--- config.mk ---
export PLATFORM = sky130hd
export DESIGN_NAME = rob_dispatch_flat
export DESIGN_NICKNAME = d
export VERILOG_FILES = /design/src/rtl/rob_dispatch_if.sv /design/src/rtl/rob_dispatch.sv /design/src/flat_wrapper.sv
export SDC_FILE = /design/constraint.sdc
export NUM_CORES = 1
export LEC_CHECK = 0
export CAP_MARGIN = 20
export CELL_PAD_IN_SITES_DETAIL_PLACEMENT = 1
export CELL_PAD_IN_SITES_GLOBAL_PLACEMENT = 1
export CORE_ASPECT_RATIO = 1.75
export CORE_MARGIN = 1
export CORE_UTILIZATION = 40
export DETAILED_ROUTE_END_ITERATION = 8
export PLACE_DENSITY = 0.89
export SLEW_MARGIN = 20
export SYNTH_ARGS = -nofsm -noshare
export SYNTH_HDL_FRONTEND = slang
export SYNTH_HIERARCHICAL = 1
export SYNTH_SLANG_ARGS = --single-unit
--- constraint.sdc ---
create_clock -name clk -period 9.3 [get_ports clk]
set_input_delay 1.86 -clock clk [delete_from_list [all_inputs] [get_ports clk]]
set_output_delay 1.86 -clock clk [all_outputs]
set_load 0.01 [all_outputs]
--- src/rtl/rob_dispatch_if.sv ---
// Rename-to-dispatch and dispatch-to-ROB signal bundle.
// The slave modport is the dispatch stage, the master modport is its environment.
interface rob_dispatch_if #(
  parameter int IDX_W     = 7,
  parameter int NUM_LANES = 4
);
  logic [NUM_LANES-1:0]             decValid;
  logic [NUM_LANES-1:0][4:0]        decArchReg;
  logic [NUM_LANES-1:0][7:0]        decPhysReg;
  logic [NUM_LANES-1:0][10:0]       decOpcode;
  logic                             decReady;
  logic [NUM_LANES-1:0][IDX_W-1:0]  decRobIndex;
  logic [NUM_LANES-1:0]             inserted;
  logic [NUM_LANES-1:0][4:0]        archReg;
  logic [NUM_LANES-1:0][7:0]        physReg;
  logic [NUM_LANES-1:0][10:0]       opcode;
  logic [2:0]                       numCommited;
  logic                             robFull;
  logic                             flushAll;
  logic [IDX_W:0]                   occupancy;
  logic                             occErr;

  modport master (
    output decValid, decArchReg, decPhysReg, decOpcode, numCommited, robFull, flushAll,
    input  decReady, decRobIndex, inserted, archReg, physReg, opcode, occupancy, occErr
  );
  modport slave (
    input  decValid, decArchReg, decPhysReg, decOpcode, numCommited, robFull, flushAll,
    output decReady, decRobIndex, inserted, archReg, physReg, opcode, occupancy, occErr
  );
endinterface

--- src/rtl/rob_dispatch.sv ---
// 4-wide dispatch: compacts a sparse rename bundle into a one-entry stage and
// inserts it into the ROB, tracking a local mirror of ROB tail and occupancy.
module rob_dispatch_lane #(
  parameter int LANE      = 0,
  parameter int NUM_LANES = 4,
  parameter int IDX_W     = 7
) (
  input  logic [NUM_LANES-1:0]        valid,
  input  logic [NUM_LANES-1:0][4:0]   arch_in,
  input  logic [NUM_LANES-1:0][7:0]   phys_in,
  input  logic [NUM_LANES-1:0][10:0]  opc_in,
  input  logic [IDX_W-1:0]            tail,
  output logic [4:0]                  arch,
  output logic [7:0]                  phys,
  output logic [10:0]                 opc,
  output logic [IDX_W-1:0]            rob_idx
);
  logic [2:0] rank;

  // Output lane LANE takes the LANE-th set bit of the valid mask.
  always_comb begin
    arch = '0;
    phys = '0;
    opc  = '0;
    rank = '0;
    for (int j = 0; j < NUM_LANES; j++) begin
      if (valid[j]) begin
        if (rank == 3'(LANE)) begin
          arch = arch_in[j];
          phys = phys_in[j];
          opc  = opc_in[j];
        end
        rank = rank + 3'd1;
      end
    end
  end

  assign rob_idx = tail + IDX_W'(LANE);
endmodule

module rob_dispatch #(
  parameter int ROB_DEPTH = 128,
  parameter int IDX_W     = 7
) (
  input  logic          clk,
  input  logic          reset,
  rob_dispatch_if.slave bus
);
  localparam int NL = 4;
  localparam logic [NL:0] ONE = (NL+1)'(1);

  logic                   stage_valid;
  logic [2:0]             stage_cnt;
  logic [NL-1:0][4:0]     stage_arch;
  logic [NL-1:0][7:0]     stage_phys;
  logic [NL-1:0][10:0]    stage_opc;
  logic [IDX_W-1:0]       tail;
  logic [IDX_W:0]         occ;
  logic                   occ_err;

  logic [NL-1:0][4:0]     cmp_arch;
  logic [NL-1:0][7:0]     cmp_phys;
  logic [NL-1:0][10:0]    cmp_opc;
  logic [2:0]             in_cnt;
  logic [IDX_W+1:0]       occ_sum;
  logic [IDX_W+1:0]       occ_calc;
  logic [2:0]             fire_cnt;
  logic [NL:0]            therm;
  logic                   stall, fire, ready, capture, underflow, overflow;

  for (genvar k = 0; k < NL; k++) begin : g_lane
    rob_dispatch_lane #(.LANE(k), .NUM_LANES(NL), .IDX_W(IDX_W)) u_lane (
      .valid   (bus.decValid),
      .arch_in (bus.decArchReg),
      .phys_in (bus.decPhysReg),
      .opc_in  (bus.decOpcode),
      .tail    (tail),
      .arch    (cmp_arch[k]),
      .phys    (cmp_phys[k]),
      .opc     (cmp_opc[k]),
      .rob_idx (bus.decRobIndex[k])
    );
  end

  always_comb begin
    in_cnt = '0;
    for (int j = 0; j < NL; j++) in_cnt = in_cnt + {2'b00, bus.decValid[j]};
  end

  // Stall looks only at the registered occupancy so numCommited has no path to fire.
  assign occ_sum  = {1'b0, occ} + {{(IDX_W-1){1'b0}}, stage_cnt};
  assign stall    = bus.robFull | (occ_sum > (IDX_W+2)'(ROB_DEPTH));
  assign fire     = stage_valid & ~stall & ~bus.flushAll;
  assign ready    = (~stage_valid | fire) & ~bus.flushAll;
  assign capture  = ready & (|bus.decValid);
  assign fire_cnt = fire ? stage_cnt : 3'd0;

  // Top bit of the widened result is the sign: commits exceeded what we hold.
  assign occ_calc  = {1'b0, occ} + {{(IDX_W-1){1'b0}}, fire_cnt}
                   - {{(IDX_W-1){1'b0}}, bus.numCommited};
  assign underflow = occ_calc[IDX_W+1];
  assign overflow  = ~underflow & (occ_calc > (IDX_W+2)'(ROB_DEPTH));

  assign therm        = (ONE << stage_cnt) - ONE;
  assign bus.inserted = fire ? therm[NL-1:0] : '0;
  assign bus.decReady = ready;
  assign bus.archReg  = stage_arch;
  assign bus.physReg  = stage_phys;
  assign bus.opcode   = stage_opc;
  assign bus.occupancy = occ;
  assign bus.occErr   = occ_err;

  always_ff @(posedge clk or negedge reset) begin
    if (!reset) begin
      stage_valid <= 1'b0;
      stage_cnt   <= '0;
      stage_arch  <= '0;
      stage_phys  <= '0;
      stage_opc   <= '0;
    end else if (bus.flushAll) begin
      stage_valid <= 1'b0;
    end else if (capture) begin
      stage_valid <= 1'b1;
      stage_cnt   <= in_cnt;
      stage_arch  <= cmp_arch;
      stage_phys  <= cmp_phys;
      stage_opc   <= cmp_opc;
    end else if (fire) begin
      stage_valid <= 1'b0;
    end
  end

  always_ff @(posedge clk or negedge reset) begin
    if (!reset) begin
      tail    <= '0;
      occ     <= '0;
      occ_err <= 1'b0;
    end else begin
      if (fire) tail <= tail + IDX_W'(stage_cnt);
      if (underflow)     occ <= '0;
      else if (overflow) occ <= (IDX_W+1)'(ROB_DEPTH);
      else               occ <= occ_calc[IDX_W:0];
      if (underflow | overflow) occ_err <= 1'b1;
    end
  end
endmodule
--- src/flat_wrapper.sv ---
// flat-port wrapper written by rule: the top's interface ports become plain ports
module rob_dispatch_flat 
#(
  parameter int ROB_DEPTH = 128,
  parameter int IDX_W     = 7
)
  (clk, reset, bus_decValid, bus_decArchReg, bus_decPhysReg, bus_decOpcode, bus_numCommited, bus_robFull, bus_flushAll, bus_decReady, bus_decRobIndex, bus_inserted, bus_archReg, bus_physReg, bus_opcode, bus_occupancy, bus_occErr);
  rob_dispatch_if #(.IDX_W(IDX_W)) bus_i ();
  input  logic clk;
  input  logic reset;
  input wire logic [$bits(bus_i.decValid)-1:0] bus_decValid;
  input wire logic [$bits(bus_i.decArchReg)-1:0] bus_decArchReg;
  input wire logic [$bits(bus_i.decPhysReg)-1:0] bus_decPhysReg;
  input wire logic [$bits(bus_i.decOpcode)-1:0] bus_decOpcode;
  input wire logic [$bits(bus_i.numCommited)-1:0] bus_numCommited;
  input wire logic [$bits(bus_i.robFull)-1:0] bus_robFull;
  input wire logic [$bits(bus_i.flushAll)-1:0] bus_flushAll;
  output wire logic [$bits(bus_i.decReady)-1:0] bus_decReady;
  output wire logic [$bits(bus_i.decRobIndex)-1:0] bus_decRobIndex;
  output wire logic [$bits(bus_i.inserted)-1:0] bus_inserted;
  output wire logic [$bits(bus_i.archReg)-1:0] bus_archReg;
  output wire logic [$bits(bus_i.physReg)-1:0] bus_physReg;
  output wire logic [$bits(bus_i.opcode)-1:0] bus_opcode;
  output wire logic [$bits(bus_i.occupancy)-1:0] bus_occupancy;
  output wire logic [$bits(bus_i.occErr)-1:0] bus_occErr;
  assign bus_i.decValid = bus_decValid;
  assign bus_i.decArchReg = bus_decArchReg;
  assign bus_i.decPhysReg = bus_decPhysReg;
  assign bus_i.decOpcode = bus_decOpcode;
  assign bus_i.numCommited = bus_numCommited;
  assign bus_i.robFull = bus_robFull;
  assign bus_i.flushAll = bus_flushAll;
  assign bus_decReady = bus_i.decReady;
  assign bus_decRobIndex = bus_i.decRobIndex;
  assign bus_inserted = bus_i.inserted;
  assign bus_archReg = bus_i.archReg;
  assign bus_physReg = bus_i.physReg;
  assign bus_opcode = bus_i.opcode;
  assign bus_occupancy = bus_i.occupancy;
  assign bus_occErr = bus_i.occErr;
  rob_dispatch #(.ROB_DEPTH(ROB_DEPTH), .IDX_W(IDX_W)) u_core (.clk(clk), .reset(reset), .bus(bus_i));
endmodule
==> metrics.md <==
| Metric | Value |
|---|---|
| Clock Pin Slew Worst Setup and Hold Paths | 0.06 ns |
| Leak pwr | 5.21 nW |
| Clk sinks | 116 |
| CP peak stage delay | 0.52 ns |
| Tcrit/Tclk final | 66.1% |
| Antenna cells | 0 |
| Die area | 21000 um^2 |
| Post-synthesis async set-or-reset flop share | 100% |
| Post-DRT Antenna Nets | 0 |
| Dominant synthesized flop cell | dfrtp_1 |
| First-pass GRT wire length | 46.9 mm |
| CTS resizes | 0 |
| Status | finished clean |
| Detailed Route Iter0 Violations | 285 |
| R2r endpoint | u_core/bus.occErr |
| R2R setup slack | 4.07 ns |
| Critical path type | input port to primary output |
| Maximum vdd drop | 0.206 mV |
| Syn Nets | 893 |
| Total Wirelength | 31.2 mm |
| Mux cell area share after synthesis | 21.4% |
| Worst Hold Endpoint | u_core/bus.physReg[19] |
| Initial antenna violation count | 0 |
| Overall die height | 191 um |
| Setup TNS Final | 0 ns |
| Synth top area share | 35.6% |
| Multi-input logic area | 4670 um^2 |
| Largest net degree at the start of global routing | 69 |
| WHS | 0.505 ns |
| Minimum clock period | 6.14 ns |
| DRC viols | 0 |
| Sequential cell area | 2900 um^2 |
| Highest Clock Rate | 163 MHz |
| RSZ-0062 raised after global routing | no |
| Post-synthesis xor/xnor area fraction | 2.90% |
| Synth Warn # | 6 |
| Final Util | 56.7% |
| Worst relative slew slack | 38.0% |
| Depth of the most critical reg-to-reg path | 19 |
| Vias in the first global route | 8106 |
| Syn-to-layout area delta | 37.9% |
| Post-CTS Setup Bufs | 0 |
| Power per cell area | 245 nW/um^2 |
| Core area | 19800 um^2 |
| Hold Crit Class | flop to flop |
| Die width | 110 um |
| Critical path arrival | 4.28 ns |
| Fin. Hold Viols | 0 |
| Worst-path fanout max | 9 |
| Largest family of logic cells by synthesized area | multiplexers |
| Layout cells sized above 1 | 20.1% |
| Cells after Synth | 747 |
| Post-Layout Inst Area | 11200 um^2 |
| Final Power | 2.76 mW |
| Via count | 7256 |
| Adder-cell share of the synthesized area | 6.53% |
| Initial Util | 41.2% |
| Total gr overflow | 0 |
| Nets | 1112 |
| Crit start category | input port |
| Synth area leaders | dfrtp_1 (36%), mux2_2 (14%), ha_1 (5.1%) |
| Synth unique cells | 66 |
| Yosys top cell by area | dfrtp_1 |
| CP endpoint kind | primary output |
| Post-Syn Area | 8160 um^2 |
| Crit-path slowest cell | clkdlybuf4s50_1 |
| Post-DP HPWL | 20.8 mm |
| Row cnt | 68 |
| Worst hold stages | 1 |
| Worst path cell trace | clkdlybuf4s50_1 -> or4_1 -> a221oi_2 -> a21oi_2 -> nor2_2 -> o31a_1 -> clkdlybuf4s50_1 |
| Slew Limit Fails | 0 |
| Simple-Gate Fraction of Synth Area | 9.97% |
| Total GRT Usage | 30.5% |
| Skew final | 0.00649 ns |
| CTS tree | yes |
| MaxCap Viol Count | 0 |
| Io pins | 245 |
| Filler instances | 2089 |
| Drt pass-1 iters | 4 |
| Compound-Gate Fraction of Synth Area | 16.5% |
| Post-synthesis sequential area ratio | 35.6% |
| Register bit count reported by yosys | 116 |
| Gpl congestion | 0.842 |
| H-tree depth | 4 |
| Buffers on Ports | 244 |
| Root Driver | clkbuf_16 |
| CTS buffer count | 17 |
| Per-cell routed wire length | 25.5 um |
| Max Buffers Root-to-Sink | 2 |
| Cts hold-fix bufs | 0 |
| Vias per Instance | 5.93 |
| Post-synth EDFFs | 0 |
| Skew-Pair Late Insertion Delay | 0.43 ns |
| Slew @ Worst Pin | 0.930 ns |
| Placed Area | 10600 um^2 |
| Syn_area_per_cell | 10.9 um^2 |
| CP required | 7.44 ns |
| Cell with the most instances on the worst path | clkdlybuf4s50_1 |
| Final setup fails | 0 |
| Reg2reg start | u_core/stage_cnt[0] |
| HP Start | u_core/bus.physReg[19] |
[synthesized netlist by cell type (all sizes together), types with 2 or more instances]
cell,instances
a21oi,14
nand2b,2
nor3b,6
inv,59
nor3,7
dfrtp,116
a22oi,24
nand3b,24
nor2,15
nand3,10
o2111ai,3
and2,4
clkbuf,25
a2bb2oi,24
a22o,48
mux2,125
or4,2
a211oi,4
o21a,3
o211ai,2
xnor2,15
mux2i,26
nand2,16
a31oi,26
fa,6
nor2b,4
or3,3
a21o,6
xor2,12
and4bb,2
and3b,2
and3,28
o21ai,6
buf,32
ha,33
[per-stage QoR]
| step | instances | worst slack (ns) |
|---|---|---|
| after floorplan | 747 | 4.11 |
| final | 1223 | 3.16 |
| after global placement | 1192 | 3.28 |
| after detailed placement | 1192 | 3.21 |
| after CTS | 1223 | 3.17 |
| after global routing | 1223 | 3.02 |
[registers in the layout, indices dropped and copies added, names as in the netlist]
name / cells
u_core/stage_valid: 1
u_core/tail: 7
u_core/bus.physReg: 32
u_core/bus.opcode: 44
u_core/stage_cnt: 3
u_core/bus.occErr: 1
u_core/bus.archReg: 20
u_core/bus.occupancy: 8
[layout make-up]
cell class	instances	share of cell area [%]
Multi-Input combinational cell	514	41.5
Clock inverter	10	1.37
Clock buffer	21	4.18
Inverter	60	2.00
Sequential cell	116	25.8
Timing Repair Buffer	257	22.4
Tap cell	245	2.72
[placed cells by master, fill, tap and decap left out, types with 15 or more instances in the layout]
master	count
ha_1	33
a2bb2oi_1	24
a31oi_1	26
nand3b_1	24
mux2_4	20
inv_1	57
a22o_1	42
dfrtp_1	116
mux2_2	105
xnor2_1	15
clkbuf_16	17
clkdlybuf4s50_1	240
mux2i_1	26
and3_1	24
a22oi_1	24
[where the power goes]
| part | leakage [nW] | internal, mW | switching (mW) |
|---|---|---|---|
| Clock | 0.312 | 0.466 | 0.249 |
| Sequential | 1.50 | 0.644 | 0.161 |
| Combinational | 3.39 | 0.672 | 0.568 |
| Total | 5.21 | 1.78 | 0.978 |
[logic make-up after synthesis]
group / count (synthesis)
mux: 151
xor+xnor: 27
flops: 116
buf+inv: 117
compound gates: 167
simple gates: 130
fa+ha+maj: 39
[worst max path at each step]
stage	endpoint	slack [ns]	start	depth (start not counted)
3_3_place_gp	bus_inserted[0]	3.28	bus_robFull	7
5_1_grt	bus_inserted[3]	3.02	bus_robFull	7
4_1_cts	bus_inserted[0]	3.17	bus_robFull	7
2_1_floorplan	u_core/bus.occErr	4.11	bus_robFull	13
3_5_place_dp	bus_inserted[3]	3.21	bus_robFull	7
6_report	bus_inserted[0]	3.16	bus_robFull	7
[critical path: cells and delay by family]
| kind | cells | cell delay (ns) |
|---|---|---|
| compound gates | 3 | 0.56 |
| buf+inv | 2 | 0.94 |
| simple gates | 2 | 0.91 |
[layer usage]
| metal | track usage, % | wire length, um | vias up |
|---|---|---|---|
| met5 | 0 | 0 | - |
| met4 | 18.9 | 1700 | 0 |
| li1 | - | - | 3196 |
| met2 | 53.9 | 16800 | 266 |
| met1 | 32.4 | 11300 | 3705 |
| met3 | 6.21 | 1340 | 89 |
(Power assumes the default switching activity.)
